<file path="config.mk">
export PLATFORM = sky130hd
export DESIGN_NAME = bcd_seq_converter
export DESIGN_NICKNAME = d
export VERILOG_FILES = /design/src/rtl/bcd_pkg.sv /design/src/rtl/bcd_digit_adj.sv /design/src/rtl/bcd_seq_converter.sv
export SDC_FILE = /design/constraint.sdc
export NUM_CORES = 1
export LEC_CHECK = 0
export ABC_AREA = 1
export BUFFER_PORTS_ARGS = -buffer_cell sky130_fd_sc_hd__buf_2
export CAP_MARGIN = 15
export CORE_MARGIN = 2
export CORE_UTILIZATION = 50
export CTS_CLUSTER_DIAMETER = 200
export CTS_CLUSTER_SIZE = 10
export DETAILED_ROUTE_END_ITERATION = 16
export PLACE_DENSITY = 0.67
export SLEW_MARGIN = 20
export SYNTH_ARGS = -nofsm -noshare
export SYNTH_HDL_FRONTEND = slang
export SYNTH_SLANG_ARGS = --single-unit
</file>
<file path="constraint.sdc">
create_clock -name i_clk -period 1.7 [get_ports i_clk]
set_input_delay 0.085 -clock i_clk [delete_from_list [all_inputs] [get_ports i_clk]]
set_output_delay 0.085 -clock i_clk [all_outputs]
set_load 0.02 [all_outputs]
</file>
<file path="src/rtl/bcd_pkg.sv">
// Shared constants for the sequential binary-to-BCD converter.
package bcd_pkg;

  typedef enum logic {
    ST_IDLE = 1'b0,
    ST_CONV = 1'b1
  } state_t;

  localparam int        BCD_W      = 4;
  localparam logic [3:0] ADJ_THRESH = 4'd5;
  localparam logic [3:0] ADJ_VAL    = 4'd3;

  // 10^n as a constant function, used for the digit-capacity check.
  function automatic longint unsigned pow10(input int n);
    longint unsigned p;
    p = 1;
    for (int i = 0; i < n; i++) p = p * 10;
    return p;
  endfunction

endpackage

</file>
<file path="src/rtl/bcd_digit_adj.sv">
// One BCD nibble's add-3 correction applied before each shift.
import bcd_pkg::*;

module bcd_digit_adj (
  input  logic [3:0] i_nib,
  output logic [3:0] o_nib
);

  // 4-bit add; a nibble >= 5 never exceeds 9 here, so no carry is lost.
  assign o_nib = (i_nib >= ADJ_THRESH) ? (i_nib + ADJ_VAL) : i_nib;

endmodule

</file>
<file path="src/rtl/bcd_seq_converter.sv">
// Iterative double-dabble converter: one input bit per clock, registered
// result that only changes on completion or reset.
import bcd_pkg::*;

module bcd_seq_converter #(
  parameter int WIDTH_IN = 8,
  parameter int DIGITS   = 3
) (
  input  logic                  i_clk,
  input  logic                  i_rst,
  input  logic                  i_start,
  input  logic [WIDTH_IN-1:0]   i_bin,
  output logic                  o_busy,
  output logic                  o_done,
  output logic [4*DIGITS-1:0]   o_bcd
);

  localparam int BCD_BITS = BCD_W * DIGITS;
  localparam int SR_W     = BCD_BITS + WIDTH_IN;
  localparam int CNT_W    = ($clog2(WIDTH_IN) > 0) ? $clog2(WIDTH_IN) : 1;
  localparam logic [CNT_W-1:0] CNT_LAST = CNT_W'(WIDTH_IN - 1);

  generate
    if (pow10(DIGITS) < (64'd1 << WIDTH_IN)) begin : g_bad_digits
      $error("bcd_seq_converter: DIGITS too small for WIDTH_IN");
    end
  endgenerate

  state_t               r_state, w_next_state;
  logic [SR_W-1:0]      r_sr;
  logic [CNT_W-1:0]     r_cnt;
  logic [BCD_BITS-1:0]  r_bcd;
  logic                 r_done;
  logic [SR_W-1:0]      w_adj, w_shift;
  logic                 w_load, w_step, w_last;

  generate
    for (genvar g = 0; g < DIGITS; g++) begin : g_adj
      bcd_digit_adj u_adj (
        .i_nib (r_sr[WIDTH_IN + g*BCD_W +: BCD_W]),
        .o_nib (w_adj[WIDTH_IN + g*BCD_W +: BCD_W])
      );
    end
  endgenerate

  assign w_adj[WIDTH_IN-1:0] = r_sr[WIDTH_IN-1:0];
  assign w_shift             = {w_adj[SR_W-2:0], 1'b0};

  always_ff @(posedge i_clk) begin
    if (i_rst) r_state <= ST_IDLE;
    else       r_state <= w_next_state;
  end

  always_comb begin
    w_next_state = r_state;
    w_load       = 1'b0;
    w_step       = 1'b0;
    w_last       = 1'b0;
    case (r_state)
      ST_IDLE: begin
        if (i_start) begin
          w_next_state = ST_CONV;
          w_load       = 1'b1;
        end
      end
      ST_CONV: begin
        w_step = 1'b1;
        if (r_cnt == CNT_LAST) begin
          w_next_state = ST_IDLE;
          w_last       = 1'b1;
        end
      end
      default: w_next_state = ST_IDLE;
    endcase
  end

  always_ff @(posedge i_clk) begin
    if (i_rst) begin
      r_sr   <= '0;
      r_cnt  <= '0;
      r_bcd  <= '0;
      r_done <= 1'b0;
    end else begin
      r_done <= w_last;
      if (w_load) begin
        r_sr  <= {{BCD_BITS{1'b0}}, i_bin};
        r_cnt <= '0;
      end else if (w_step) begin
        r_sr  <= w_shift;
        r_cnt <= w_last ? '0 : r_cnt + 1'b1;
      end
      // Publish only the finished field so the display never sees partial sums.
      if (w_last) r_bcd <= w_shift[SR_W-1 -: BCD_BITS];
    end
  end

  assign o_busy = (r_state == ST_CONV);
  assign o_done = r_done;
  assign o_bcd  = r_bcd;

endmodule

</file>
==> results of run 1 <==
==> worst max-delay path, stage by stage, from the launching register on <==
cell and delay, ns:
dfxtp_1 0.37, buf_4 0.20, nor2_4 0.21, nand2_1 0.08, a21oi_1 0.14, dlygate4sd3_1 0.56
==> per-layer routing <==
layer | global-route usage [%] | share of wire, % | up-vias
li1 | - | - | 850
met1 | 23.07 | 49 | 674
met2 | 31.38 | 45 | 38
met3 | 4.401 | 4.2 | 10
met4 | 11.96 | 2.7 | 0
met5 | 0 | 0 | -
==> cell type report <==
| cell class | instances | area (um2) |
|---|---|---|
| multi-input cells | 170 | 848.3 |
| well taps | 46 | 57.56 |
| inverters | 40 | 150.1 |
| fillers | 338 | 1381 |
| repair buffers | 29 | 162.7 |
| flip-flops and latches | 37 | 740.7 |
| clock buffers | 8 | 48.80 |
==> sequential cells by signal, indices dropped and copies added (netlist names) <==
signal and count:
r_sr 20, o_bcd 12, r_cnt 3, o_done 1, o_busy 1
==> metrics by stage <==
stage / utilization, % / hold WS [ns]
6_report: 59.25 / 0.01531
5_1_grt: 59.25 / 0.04546
4_1_cts: 59.25 / 0.008769
3_5_place_dp: 57.22 / 0.3322
3_3_place_gp: 57.22 / 0.3329
2_1_floorplan: - / 0.1541
==> cell usage after synthesis <==
cell	n
a211oi_2	1
a21oi_1	10
a21oi_2	6
a22o_1	1
buf_2	1
buf_4	2
buf_6	4
dfxtp_1	37
ha_1	8
inv_1	38
inv_2	2
nand2_1	95
nand2_2	2
nand2_4	1
nand3_1	22
nand4_1	6
nor2_1	5
nor2_4	2
o21ai_0	11
==> kinds of logic (layout without fill, tap and decap cells) <==
logic type	after synthesis	in the layout	share of synthesized area, %
flip-flops	37	37	41.05
AO/OA/AOI/OAI	29	29	9.917
buffers and inverters	47	77	11.93
AND/OR/NAND/NOR	133	133	31.55
adder cells (fa/ha/maj)	8	8	5.548
==> what timing repair did <==
item	CTS	global route
setup endpoints to repair	0	1
endpoints found under the hold margin	2	0
setup buffers	0	0
hold buffers	2	0
==> power by group <==
| part | internal, mW | leakage [nW] | switching (mW) |
|---|---|---|---|
| clock network | 0.165 | 0.0265 | 0.283 |
| registers | 0.897 | 0.301 | 0.0210 |
| logic | 0.0761 | 0.752 | 0.135 |
| total | 1.14 | 1.08 | 0.439 |
==> worst paths after layout <==
check,endpoint,start,slack (ns)
setup / recovery,r_sr[0],o_busy,0.10
hold / removal,r_sr[1],i_bin[1],0.02
setup reg to reg,r_sr[0],o_busy,0.10
hold reg to reg,o_bcd[5],o_bcd[5],0.46
==> metrics.md, run 1 <==
| Metric | Value |
|---|---|
| Drt first pass iters | 4 |
| Clock Latency Late Sink | 0.34 ns |
| Final Wtd Congestion | 0.8245 |
| H-tree depth | 2 |
| Post-Place Cells | 320 |
| Average size of a mapped cell | 7.103 um2 |
| First-pass GRT wire length | between 6000 and 7000 um |
| Post-route cell area | ~2000 um2 |
| Fin crit period | 1.599 ns |
| Cells after synthesis | 254 |
| Initial DRC count | 74 |
| Mapped Area | 1804 um2 |
| Critical path class | reg -> reg |
| Post_cts resized | 0 |
| Total Wirelength | between 3000 and 4000 um |
| Core area | 3390 um2 |
| Antenna Nets Post-Route | 0 |
| Most frequent cells in the layout | nand2_1, inv_1, dfxtp_1 |
| Worst relative slew slack | 77.15% |
| PwrDens | 784.9 nW/um2 |
| Clk root buf | clkbuf_4 |
| Die boundary width | between 60 and 70 um |
| CP Max Fanout | 10 |
| Antenna violations before repair | 0 |
| CP endpoint kind | flip-flop |
| Initial Util | a little over half |
| CTS clk-pin slew, worst paths | 0.11 ns |
| VDD IR max | 0.3914 mV |
| Ranking of synthesized cells by area | dfxtp_1, nand2_1, inv_1 |
| Power after layout | 1.576 mW |
| Num CTS Buffers | 5 |
| Sequential share of the synthesized area | 41.05% |
| Layout Cells excl Fill | 330 |
| Hold Crit Depth | 5 |
| Final number of hold-violating endpoints | 0 |
| Placed instance area | ~1900 um2 |
| Total track usage | about a fifth |
| Die height | about 64 um |
| Dpl hpwl | around 2500 um |
| P&R area growth vs syn | 11.30% |
| Die area | 4105 um2 |
| Grt ovf | 0 |
| Yosys top cell area share | 41.05% |
| Final worst slack | roughly 0.10 ns |
| Final Skew | 0.004502 ns |
| Fin crit share | 94.06% |
| Final setup fails | 0 |
| IO Count | 25 |
| Vias | 1572 |
| Vias per Instance | 4.764 |
| Pins Over Slew Limit | 0 |
| Max Cap Viol | 0 |
| Routed len/inst | 10.55 um |
| Layout cells sized above 1 | between 15 and 20% |
| Synth unique cells | 19 |
| CTS sink cnt | 37 |
| Register bit total from synthesis | 37 |
| Class of the worst hold path | in -> reg |
| Antenna cells | 0 |
| Worst slew pin tran | 0.3416 ns |
| Startpoint types | flip-flop |
| Yosys warns | 0 |
| Post-place setup slack | about 0.34 ns |
| TNS Setup | 0 ns |
| Fmax | 0.6254 GHz |
| Reg2reg path depth | 5 |
| DRC errors left | 0 |
| RSZ-0062 raised after global routing | false |
| Clk buf depth | 2 |
| Most common cell after layout, fill and taps aside | nand2_1 |
| Yosys top cell by area | dfxtp_1 |
| Vias in the first global route | between 1000 and 1500 |
| CTS tree | done |
| Critical Path AT | 1.89 ns |
| Nets | 302 |
| Syn Nets | 273 |
| Largest net degree at the start of global routing | 19 |
| Req. time, crit path | ~2.0 ns |
| # rows | 21 |
| Status | completed |
| Static Leak | 1.080 nW |
| Port buffer count | 24 |
Power figures use the tool's default switching activity.
==> run 2, diff against run 1 <==
ABC_AREA = unset   (was 1)
==> metrics.md, run 2 <==
| Metric | Value |
|---|---|
| Internal power | 1.185 mW |
| Reg2reg start | r_cnt[0] |
| Num CTS Buffers | 5 |
| # fillers | 316 |
| Final Wtd Congestion | ~0.84 |
| CTS sink cnt | 37 |
| Syn Nets | 220 |
| Antenna violations before repair | 0 |
| Clock share of power | 33.4% |
| Final number of hold-violating endpoints | 0 |
| Fin crit share | 93.48% |
| Cells after synthesis | 201 |
| Number of enable flip-flop cells after synthesis | 0 |
| Static Leak | 0.7911 nW |
| Critical Path AT | around 1.8 ns |
| Vias in the first global route | 1453 |
| PwrDens | just over 800 nW/um2 |
| Initial DRC count | a little under 90 |
| TNS Setup | 0 ns |
| Core area | approximately 3300 um2 |
| Yosys warns | 0 |
| Gate power share | 9.7% |
| Vias per Instance | between 5 and 6 |
| Layout Cells excl Fill | 275 |
| Post-Place Cells | 267 |
| Startpoint types | flip-flop |
| Postcts setup bufs | 0 |
| # hold bufs at CTS | 0 |
| Die height | 62.38 um |
| Final Skew | 0.01030 ns |
| Die boundary width | 62.38 um |
| Worst relative slew slack | 66.00% |
| Hold Path Sink | r_sr[0] |
| # rows | 21 |
| Routed len/inst | 12.64 um |
| Mapped Area | between 1500 and 2000 um2 |
| RR Endpoint | o_bcd[10] |
| Grt ovf | 0 |
| Fin util | 59.22% |
| Setup slack, reg-to-reg | roughly 0.11 ns |
| Most common cell after layout, fill and taps aside | dfxtp_1 |
| Most frequent cell after synthesis | dfxtp_1 |
| Initial Util | 51.47% |
| Status | completed |
| Sw Ratio | approximately a quarter |
| Die area | 3891 um2 |
| Antenna cells | 0 |
| Vias | 1445 |
| CP endpoint kind | flip-flop |
| Clk buf depth | 2 |
| Hold Crit Depth | 3 |
| Synth unique cells | 31 |
| Max Cap Viol | 0 |
| Most flop-heavy register | r_sr |
| Dpl hpwl | 2507 um |
| Critical path class | reg -> reg |
| Fmax | 0.6293 GHz |
| Antenna Nets Post-Route | 0 |
| Total Wirelength | 3476 um |
| HP Start | i_bin[0] |
| Sequential share of the synthesized area | between 40% and 50% |
| Yosys top cell area share | 43.47% |
| IO Count | 25 |
| Reg2reg path depth | 6 |
| Top cells by count, synth | dfxtp_1, nand2_1, nor2_1 |
| VDD IR max | between 0.4 and 0.5 mV |
| H-tree depth | 2 |
| Clk root buf | clkbuf_4 |
| Nets | 247 |
| P&R area growth vs syn | 15.05% |
| Pins Over Slew Limit | 0 |
| Fin crit period | 1.589 ns |
| CP Max Fanout | 7 |
| RSZ-0062 raised after global routing | false |
| CTS clk-pin slew, worst paths | 0.11 ns |
| Most frequent cells in the layout | dfxtp_1, buf_2, nand2_1, nor2_1, a21oi_1 |
| Largest net degree at the start of global routing | 23 |
| Register bit total from synthesis | 37 |
| First-pass GRT wire length | about 6000 um |
| Port buffer count | 24 |
| Sequential share of power | 56.8% |
| Average size of a mapped cell | 8.478 um2 |
| Psw | 0.3980 mW |
| Post_cts resized | 0 |
| Layout cells sized above 1 | 20.96% |
| Total track usage | 19.52% |
| Req. time, crit path | between 1.5 and 2 ns |
| Ranking of synthesized cells by area | dfxtp_1, a21oi_1, ha_1 |
| Clock Latency Late Sink | 0.34 ns |
| Drt first pass iters | 4 |
| Class of the worst hold path | in -> reg |
| DRC errors left | 0 |
| Yosys top cell by area | dfxtp_1 |
| Max reg flops | 20 |
| Worst slew pin tran | 0.5100 ns |
| Synth Flop Type | dfxtp_1 |
| CTS tree | done |
| Async SR Flop Fraction | 0% |
| Final setup fails | 0 |
==> run 2: metal layers <==
layer | part of all wire, % | track usage, %
met1 | 44 | 22.43
met2 | 49 | 33.15
met3 | 5.5 | 6.486
met4 | 0.98 | 8.611
met5 | 0 | 0
==> run 2: cell families (layout without fill, tap and decap cells) <==
| kind of cell | count (synthesis) | after routing | share of synthesized area (%) |
|---|---|---|---|
| xor gates and xnor gates | 3 | 3 | 1.542 |
| DFF | 37 | 37 | 43.47 |
| adders and majority gates | 8 | 8 | 5.874 |
| buffers and inverters | 17 | 45 | 4.258 |
| muxes | 10 | 10 | 5.874 |
| and+or+nand+nor | 72 | 72 | 19.02 |
| AOI/OAI and AO/OA | 54 | 54 | 19.97 |
==> run 2: layout make-up <==
type / instances / area (um2) / area share, %
clock buffer: 7 / 65.06 / 3.318
clock inverter: 1 / 5.005 / 0.2553
inverter: 8 / 30.03 / 1.532
multi-input combinational: 147 / 904.6 / 46.14
sequential: 37 / 740.7 / 37.78
tap: 46 / 57.56 / 2.936
timing repair buffer: 29 / 157.7 / 8.041
==> run 2: critical path, cell delays in order, from the launching register on <==
cell and delay (ns):
dfxtp_1 0.37, ha_1 0.17, ha_2 0.21, nand2_1 0.06
or2_4 0.27, buf_4 0.16, o311ai_2 0.26
==> run 2: power by group through the flow <==
stage	clock, mW	combinational [mW]	sequential (mW)
after floorplan	0	0.112	0.919
after global placement	0	0.145	0.918
after detailed placement	0	0.152	0.920
after CTS	0.548	0.152	0.900
after global routing	0.587	0.174	0.903
final	0.529	0.154	0.900
==> run 2: how the worst max path moves through the flow <==
| stage | to | slack, ns | cells after the start | startpoint |
|---|---|---|---|---|
| after global placement | o_bcd[6] | 0.18 | 7 | r_cnt[0] |
| after floorplan | o_bcd[10] | 0.27 | 6 | r_cnt[0] |
| after detailed placement | o_bcd[10] | 0.07 | 6 | r_cnt[0] |
| after CTS | o_bcd[10] | 0.04 | 6 | r_cnt[0] |
| final | o_bcd[10] | 0.11 | 6 | r_cnt[0] |
| after global routing | r_sr[16] | 0.02 | 6 | r_sr[12] |
==> run 2: through the flow <==
stage | worst slack (ns) | power (mW) | hold WS (ns) | instance area (um2)
final | 0.1108 | 1.583 | 0.04017 | 1961
after floorplan | 0.2677 | 1.031 | 0.2803 | 1704
after global placement | 0.1760 | 1.063 | 0.3785 | 1877
after CTS | 0.04272 | 1.600 | 0.03710 | 1947
after global routing | 0.01760 | 1.664 | 0.05514 | 1961
after detailed placement | 0.06858 | 1.071 | 0.4037 | 1877
